===== config.mk =====
export PLATFORM = sky130hd
export DESIGN_NAME = countdown_mod8
export DESIGN_NICKNAME = d
export VERILOG_FILES = /design/src/rtl/counter_pkg.sv /design/src/rtl/countdown_mod8.sv
export SDC_FILE = /design/constraint.sdc
export NUM_CORES = 1
export LEC_CHECK = 0
export ABC_AREA = 1
export CORE_MARGIN = 5
export CORE_UTILIZATION = 40
export CTS_CLUSTER_DIAMETER = 30
export DETAILED_ROUTE_END_ITERATION = 8
export DONT_BUFFER_PORTS = 1
export GPL_TIMING_DRIVEN = 0
export HOLD_SLACK_MARGIN = 0.08
export PLACE_DENSITY = 0.67
export SLEW_MARGIN = 20
export SYNTH_ARGS = -nofsm -noshare
export SYNTH_HDL_FRONTEND = slang
export SYNTH_SLANG_ARGS = --single-unit

===== constraint.sdc =====
create_clock -name clk -period 1.4 [get_ports clk]
set_clock_uncertainty 0.15 [all_clocks]
set_input_delay 0.28 -clock clk [delete_from_list [all_inputs] [get_ports clk]]
set_output_delay 0.28 -clock clk [all_outputs]
set_load 0.005 [all_outputs]

===== src/rtl/counter_pkg.sv =====
// Shared definitions for the mod-8 up-counter and the programmable down-counter.
package counter_pkg;

  localparam int unsigned DEFAULT_WIDTH = 3;

  // FSM state encodings, shared with the up-counter
  localparam logic [1:0] IDLE    = 2'd0;
  localparam logic [1:0] RUN     = 2'd1;
  localparam logic [1:0] EXPIRED = 2'd2;

endpackage


===== src/rtl/countdown_mod8.sv =====
// Programmable down-counter: counts from a reload value to 0, then wraps or stops,
// emitting a one-cycle registered terminal-count pulse.
module countdown_mod8
  import counter_pkg::*;
#(
  parameter int unsigned WIDTH          = DEFAULT_WIDTH,
  parameter int unsigned RELOAD_DEFAULT = 7
) (
  input  logic             clk,
  input  logic             reset,
  input  logic             enable,
  input  logic             load,
  input  logic [WIDTH-1:0] load_value,
  input  logic             start,
  input  logic             auto_reload,
  output logic [WIDTH-1:0] count,
  output logic             tc,
  output logic             busy
);

  logic [1:0]       state_q, state_d;
  logic [WIDTH-1:0] count_q, count_d;
  logic [WIDTH-1:0] reload_q, reload_d;
  logic             tc_q, tc_d;
  logic             busy_q, busy_d;

  // Next-state, next-count and next-output logic; load overrides everything else
  always_comb begin
    state_d  = state_q;
    count_d  = count_q;
    reload_d = reload_q;
    tc_d     = 1'b0;
    if (load) begin
      reload_d = load_value;
      count_d  = load_value;
      state_d  = RUN;
    end else begin
      case (state_q)
        IDLE, EXPIRED: begin
          if (start) begin
            count_d = reload_q;
            state_d = RUN;
          end
        end
        RUN: begin
          if (enable) begin
            if (count_q != '0) begin
              count_d = count_q - WIDTH'(1);
            end else begin
              // Terminal-count edge: auto_reload is only looked at here
              tc_d = 1'b1;
              if (auto_reload) begin
                count_d = reload_q;
              end else begin
                state_d = EXPIRED;
              end
            end
          end
        end
        default: begin
          state_d = IDLE;
        end
      endcase
    end
    busy_d = (state_d == RUN);
  end

  // Single registered block; synchronous reset wins over all inputs
  always_ff @(posedge clk) begin
    if (reset) begin
      state_q  <= IDLE;
      count_q  <= '0;
      reload_q <= WIDTH'(RELOAD_DEFAULT);
      tc_q     <= 1'b0;
      busy_q   <= 1'b0;
    end else begin
      state_q  <= state_d;
      count_q  <= count_d;
      reload_q <= reload_d;
      tc_q     <= tc_d;
      busy_q   <= busy_d;
    end
  end

  assign count = count_q;
  assign tc    = tc_q;
  assign busy  = busy_q;

endmodule


==> out/qor.txt, run 1 <==
Die area: 2290 sq um
Final net count: 108
Endpoints failing hold: 0
# DRC: 0
Initial core utilization: 0.430
Ports: 14
Clock latency at the later pin of the worst-skew pair: 0.27 ns
Fmax: 718 MHz
Largest net degree at the start of global routing: 9
Crit-path cells: inv_4 > ha_4 > inv_4 > nor2_4 > nor2_2 > nor2_1 > nor2_1 > nor2_1 > nor2_1
Worst setup SP type: register
Dpl cells: 99
Hold slack: 0.148 ns
Most used cell, CP: nor2_1
CTS H-tree depth: 1
Seq/Total Area, Yosys: 0.349
Die W: 47.9 microns
TritonCTS sink count: 10
Final Cycle Share: 0.995
Fraction of registers with async set/reset: 0
Core area: 1330 sq um
Pwr Density: 1080 nW/um^2
Endpoints failing setup: 0
Net Switching: 0.249 mW
First-pass GRT wire length: 2.15 mm
Syn Nets: 95
Top FF cell, synth: dfxtp_1
Area share of the leading cell type in the synthesized netlist: 0.349
Met3 routed WL: 67 microns
Initial antenna violation count: 0
Antenna-violating nets left: 0
Max Fanout on Critical Path: 3
M1 WL: 536 microns
Comb power frac: 0.269
Largest stage delay, worst path: 0.36 ns
Max-cap violations: 0
Inserted Clock Buffers: 3
Power Internal: 0.558 mW
HP Start: start
Worst slew margin: 0.836
Synth area leader: dfxtp_1
Reg2reg start: count[0]
PortBufs: 0
Initial DRC Count: 16
Worst hold path class: in -> reg
Final Worst Setup Slack: 0.00693 ns
Place WS: -0.115 ns
Flop-to-flop setup slack: 0.007 ns
R2R cell count: 9
Hold path cells: 4
Routed WL: 1.25 mm
Clock Tree Buf Depth: 2
Sequential power share: 0.409
DRT Pass-1 Iters: 4
Top delay family on crit path: simple AND/OR/NAND/NOR gates
Clock share of power: 0.323
Vias in the first global route: 515
Fin util: 0.559
Worst path slowest cell: dfxtp_4
Crit. End Element: register
Top cells by count, synth: nand2_1 (22), nor2_1 (17), dfxtp_1 (10)
Share of cells above drive strength 1: 0.281
Total gr overflow: 0
Crit path time final: 1.39 ns
Post-synth EDFFs: 0
Die H: 47.9 microns
P_leak: 0.363 nW
Area growth from synthesis to layout: 30.1%
Worst Tran Pin Value: 0.244 ns
Reg2reg end: count[1]
CP arrival: 1.41 ns
Reg clk slew, reported paths: 0.07 ns
Total number of vias: 541
WL/cell: 11.3 microns
Ant. Diodes: 0
Cell Area, Synth: 573 sq um
DR top layer: met4
Status: completed
Synth cell types: 17
RSZ-0062 raised after global routing: true
Fillers: 133
CTS tree: built
Count leader, synth: nand2_1
Metal2 WL: 602 microns
Top post-synthesis cells by area: dfxtp_1 (35%), nand2_1 (14%), nor2_1 (11%), nand3_1 (7.0%), inv_1 (5.2%)
Hold endpoint: state_q[0]
Synthesis Warnings: 0
Fin cells: 111
Global Route Usage Sum: 0.141
Std-Cell Rows: 13
Mapped Avg Cell Area: 6.82 sq um
Gp weighted congestion: 0.779
CP Data Required Time: 1.42 ns
Slew Limit Fails: 0
Cells after synthesis: 84
Vias per cell: 4.87
Root Buffer: clkbuf_4
Peak supply drop: 0.000774 V
Switching fraction of total power: 0.309
Buf+Inv Stages, Crit Path: 2
WS Path Type: reg -> reg
Final HPWL DP: 877 microns
Synthesis-stage register bit count: 10
cells by family after synthesis:
logic type | after synthesis | share of synthesized area
and+or+nand+nor | 54 | 0.450
buffers and inverters | 14 | 0.103
DFF | 10 | 0.349
AOI/OAI and AO/OA | 4 | 0.0546
adders and majority gates | 2 | 0.0437
through the flow:
step,TNS [ns],power (mW),instance area [sq um]
floorplan,0,0.460,573
global placement,-0.363,0.486,592
detailed placement,-0.323,0.488,592
CTS,0,0.781,699
global route,-0.146,0.868,746
finish,0,0.807,746
per-layer routing:
metal  global-route usage  vias to the layer above
met2                0.235                       16
met3               0.0564                        6
met4               0.0806                        0
met5                    0                        -
li1                     -                      283
met1                0.148                      236
layout make-up:
class                   instances  area (sq um)  area share
repair buffers                  8          75.1       0.101
plain buffers                   1          5.00     0.00671
inverters                      13          58.8      0.0789
well taps                      15          18.8      0.0252
clock buffers                   4          36.3      0.0487
multi-input cells              60           347       0.465
flip-flops and latches         10           205       0.275
worst register-to-register path, stage by stage, from the launching register on:
cell     delay (ns)
dfxtp_4        0.36
inv_4          0.07
ha_4           0.14
inv_4          0.04
nor2_4         0.16
nor2_2         0.06
nor2_1         0.11
nor2_1         0.05
nor2_1         0.11
nor2_1         0.05
sequential cells by signal, indices dropped and copies added (netlist names):
| name | cells |
|---|---|
| busy | 1 |
| count | 3 |
| reload_q | 3 |
| tc | 1 |
| state_q | 2 |
how the worst max path moves through the flow:
stage	depth (start not counted)	start	slack, ns	end
floorplan	9	count[0]	0.04	count[0]
global placement	9	count[0]	-0.12	count[0]
detailed placement	9	count[0]	-0.12	count[2]
CTS	9	count[1]	0.01	count[2]
global route	9	count[0]	-0.07	count[1]
finish	9	count[0]	0.007	count[1]
layout by cell type (no fill, tap or decap):
master	instances
dlygate4sd3_1	6
nor2_1	15
nand2_2	3
dfxtp_2	1
inv_4	2
nor2_2	1
ha_1	1
dfxtp_1	8
nand2_4	2
a21oi_2	1
nand3_4	1
inv_2	4
clkbuf_4	3
o211ai_1	2
buf_2	1
inv_1	6
clkinv_4	1
o31ai_1	1
clkbuf_8	1
nor2_4	1
ha_4	1
nor4_1	1
nor2_8	1
buf_4	2
nand2_1	21
nand3_1	8
dfxtp_4	1
timing repair:
action | in CTS | in global routing
hold endpoints to repair | 10 | 0
buffers inserted | 0 | 2
pin swaps | 1 | 5
resized for setup | 5 | 9
setup endpoints to repair | 4 | 6
hold buffers | 6 | 0
power by group through the flow:
stage | clock (mW) | sequential, mW | combinational [mW]
2_1_floorplan | 0 | 0.328 | 0.132
3_3_place_gp | 0 | 0.332 | 0.154
3_5_place_dp | 0 | 0.332 | 0.155
4_1_cts | 0.272 | 0.329 | 0.180
5_1_grt | 0.291 | 0.333 | 0.244
6_report | 0.260 | 0.330 | 0.217
Power figures use the tool's default switching activity.
==> run 2: changes to the inputs <==
Settings changed: ABC_AREA 1 to default, PLACE_DENSITY 0.67 to default, RECOVER_POWER from default to 50.
==> out/qor.txt, run 2 <==
Max Fanout on Critical Path: 3 (unchanged)
Most frequent cells in the layout: dfxtp_1 (8), nor2_1 (7), a21oi_1 (6), dlygate4sd3_1 (6), nand2_1 (4) (was nand2_1 (21), nor2_1 (15), nand3_1 (8), dfxtp_1 (8))
Worst slew margin: 0.762 (was 0.836)
Buf+Inv Stages, Crit Path: 1 (was 2)
Reg2reg start: count[0] (unchanged)
Inserted Clock Buffers: 3 (unchanged)
Vias in the first global route: 468 (was 515)
Ant. Diodes: 0 (unchanged)
Multi-input gate area: 340 sq um (was 347 sq um)
Largest stage delay, worst path: 0.36 ns (about the same)
DRT Pass-1 Iters: 4 (unchanged)
Worst path slowest cell: dfxtp_2 (was dfxtp_4)
Routed WL: 1.18 mm (was 1.25 mm)
Clock Tree Buf Depth: 2 (unchanged)
Cells after synthesis: 64 (was 84)
HP Start: start (unchanged)
Fillers: 123 (was 133)
Dpl cells: 79 (was 99)
Count leader, synth: dfxtp_1 (was nand2_1)
CP Data Required Time: 1.41 ns (was 1.42 ns)
Fmax: 616 MHz (was 718 MHz)
FF/Latch Area: 203 sq um (was 205 sq um)
Top cells by count, synth: dfxtp_1 (10), a21oi_1 (8), nor2_1 (7) (was nand2_1 (22), nor2_1 (17), dfxtp_1 (10))
Worst setup SP type: register (unchanged)
Seq/Total Area, Yosys: 0.371 (was 0.349)
Global Route Usage Sum: 0.128 (was 0.141)
Setup_tns: -0.499 ns (was 0 ns)
Synthesis-stage register bit count: 10 (unchanged)
Total number of vias: 487 (was 541)
Die W: 46.7 microns (was 47.9 microns)
Pwr Density: 1080 nW/um^2 (about the same)
Top post-synthesis cells by area: dfxtp_1 (37%), a21oi_1 (7.4%), o32ai_4 (5.1%), nor2_1 (4.9%), ha_1 (4.6%) (was dfxtp_1 (35%), nand2_1 (14%), nor2_1 (11%), nand3_1 (7.0%), inv_1 (5.2%))
Core area: 1280 sq um (was 1330 sq um)
Cell Area, Synth: 539 sq um (was 573 sq um)
Mapped Avg Cell Area: 8.43 sq um (was 6.82 sq um)
Gp weighted congestion: 0.694 (was 0.779)
Largest net degree at the start of global routing: 11 (was 9)
Area share of the leading cell type in the synthesized netlist: 0.371 (was 0.349)
P_leak: 0.286 nW (was 0.363 nW)
Std-Cell Rows: 13 (unchanged)
Total Power: 0.774 mW (was 0.807 mW)
Antenna-violating nets left: 0 (unchanged)
Crit path time final: 1.62 ns (was 1.39 ns)
First-pass GRT wire length: 1.91 mm (was 2.15 mm)
Worst Tran Pin Value: 0.358 ns (was 0.244 ns)
Failing checks: negative setup slack
Reg clk slew, reported paths: 0.07 ns (about the same)
# DRC: 0 (unchanged)
WS Path Type: reg -> reg (unchanged)
Initial antenna violation count: 0 (unchanged)
Clock latency at the later pin of the worst-skew pair: 0.26 ns (was 0.27 ns)
Most common cell after layout, fill and taps aside: dfxtp_1 (was nand2_1)
Crit-path cells: inv_2 > ha_4 > or3_4 > a21oi_2 > nor3_1 > o31a_1 (was inv_4 > ha_4 > inv_4 > nor2_4 > nor2_2 > nor2_1 > nor2_1 > nor2_1 > nor2_1)
CTS H-tree depth: 1 (unchanged)
CTS tree: built (unchanged)
Crit. End Element: register (unchanged)
Final HPWL DP: 839 microns (was 877 microns)
Synth area leader: dfxtp_1 (unchanged)
CP arrival: 1.63 ns (was 1.41 ns)
Top delay family on crit path: simple AND/OR/NAND/NOR gates (unchanged)
Status: finished, violations left (was completed)
Top FF cell, synth: dfxtp_1 (unchanged)
Fin area: 718 sq um (was 746 sq um)
Final Worst Setup Slack: -0.223 ns (was 0.00693 ns)
Peak supply drop: 0.000443 V (was 0.000774 V)
Vias per cell: 5.24 (was 4.87)
Initial DRC Count: 11 (was 16)
Place WS: -0.243 ns (was -0.115 ns)
DP Area: 566 sq um (was 592 sq um)
PortBufs: 0 (unchanged)
Area growth from synthesis to layout: 33.2% (was 30.1%)
RSZ-0062 raised after global routing: true (unchanged)
Die H: 46.7 microns (was 47.9 microns)
Endpoints failing setup: 3 (was 0)
Root Buffer: clkbuf_4 (unchanged)
Share of cells above drive strength 1: 0.282 (was 0.281)
Worst hold path class: in -> reg (unchanged)
Final net count: 90 (was 108)
Post-synth EDFFs: 0 (unchanged)
Synthesis Warnings: 0 (unchanged)
Setup crit start: count[0] (unchanged)
Endpoints failing hold: 0 (unchanged)
Synth cell types: 28 (was 17)
Total gr overflow: 0 (unchanged)
Initial core utilization: 0.420 (was 0.430)
WL/cell: 12.7 microns (was 11.3 microns)
Die area: 2180 sq um (was 2290 sq um)
Ports: 14 (unchanged)
Max-cap violations: 0 (unchanged)
TritonCTS sink count: 10 (unchanged)
Syn Nets: 75 (was 95)
Slew Limit Fails: 0 (unchanged)
Fraction of registers with async set/reset: 0 (unchanged)
Final Cycle Share: 1.16 (was 0.995)
Fin cells: 93 (was 111)
-- run 2: through the flow --
stage	utilization	hold WS [ns]
2_1_floorplan	-	0.252
3_3_place_gp	0.440	0.258
3_5_place_dp	0.440	0.261
4_1_cts	0.549	0.0852
5_1_grt	0.559	0.0997
6_report	0.559	0.0949
-- run 2: layer usage --
layer  part of all wire  track usage  wire length, microns
met1               0.47        0.150                   554
met3              0.065       0.0547                    77
met5                  0            0                     0
met2               0.45        0.198                   534
met4             0.0093       0.0663                    11
-- run 2: what timing repair did --
item / in CTS / in global routing
hold buffers: 6 / 0
pin swaps: 7 / 3
buffers inserted: 3 / 1
cloned: 0 / 0
hold endpoints to repair: 5 / 0
gates resized for setup: 5 / 2
setup endpoints to repair: 3 / 5
-- run 2: power by group --
group / total [mW] / internal, mW / switching, mW
Combinational: 0.187 / 0.100 / 0.0867
Sequential: 0.324 / 0.306 / 0.0185
Clock: 0.263 / 0.158 / 0.105
Total: 0.774 / 0.564 / 0.210
-- run 2: cell type report --
type | instances | share of cell area
Multi-Input combinational cell | 47 | 0.474
Sequential cell | 10 | 0.282
Timing Repair Buffer | 10 | 0.131
Clock buffer | 4 | 0.0505
Inverter | 5 | 0.0261
Tap cell | 15 | 0.0261
Buffer | 2 | 0.0105
-- run 2: kinds of logic (layout without fill, tap and decap cells) --
| kind of cell | count (synthesis) | count (layout) | synth area share |
|---|---|---|---|
| adder cells (fa/ha/maj) | 2 | 2 | 0.0464 |
| AND/OR/NAND/NOR | 24 | 24 | 0.262 |
| AO/OA/AOI/OAI | 21 | 21 | 0.271 |
| flip-flops | 10 | 10 | 0.371 |
| buffers and inverters | 7 | 21 | 0.0487 |
-- run 2: final timing paths --
kind	end	slack [ns]	cells after the start
max	count[2]	-0.22	6
min	state_q[1]	0.09	2
max reg2reg	count[2]	-0.22	6
min reg2reg	reload_q[1]	0.33	2
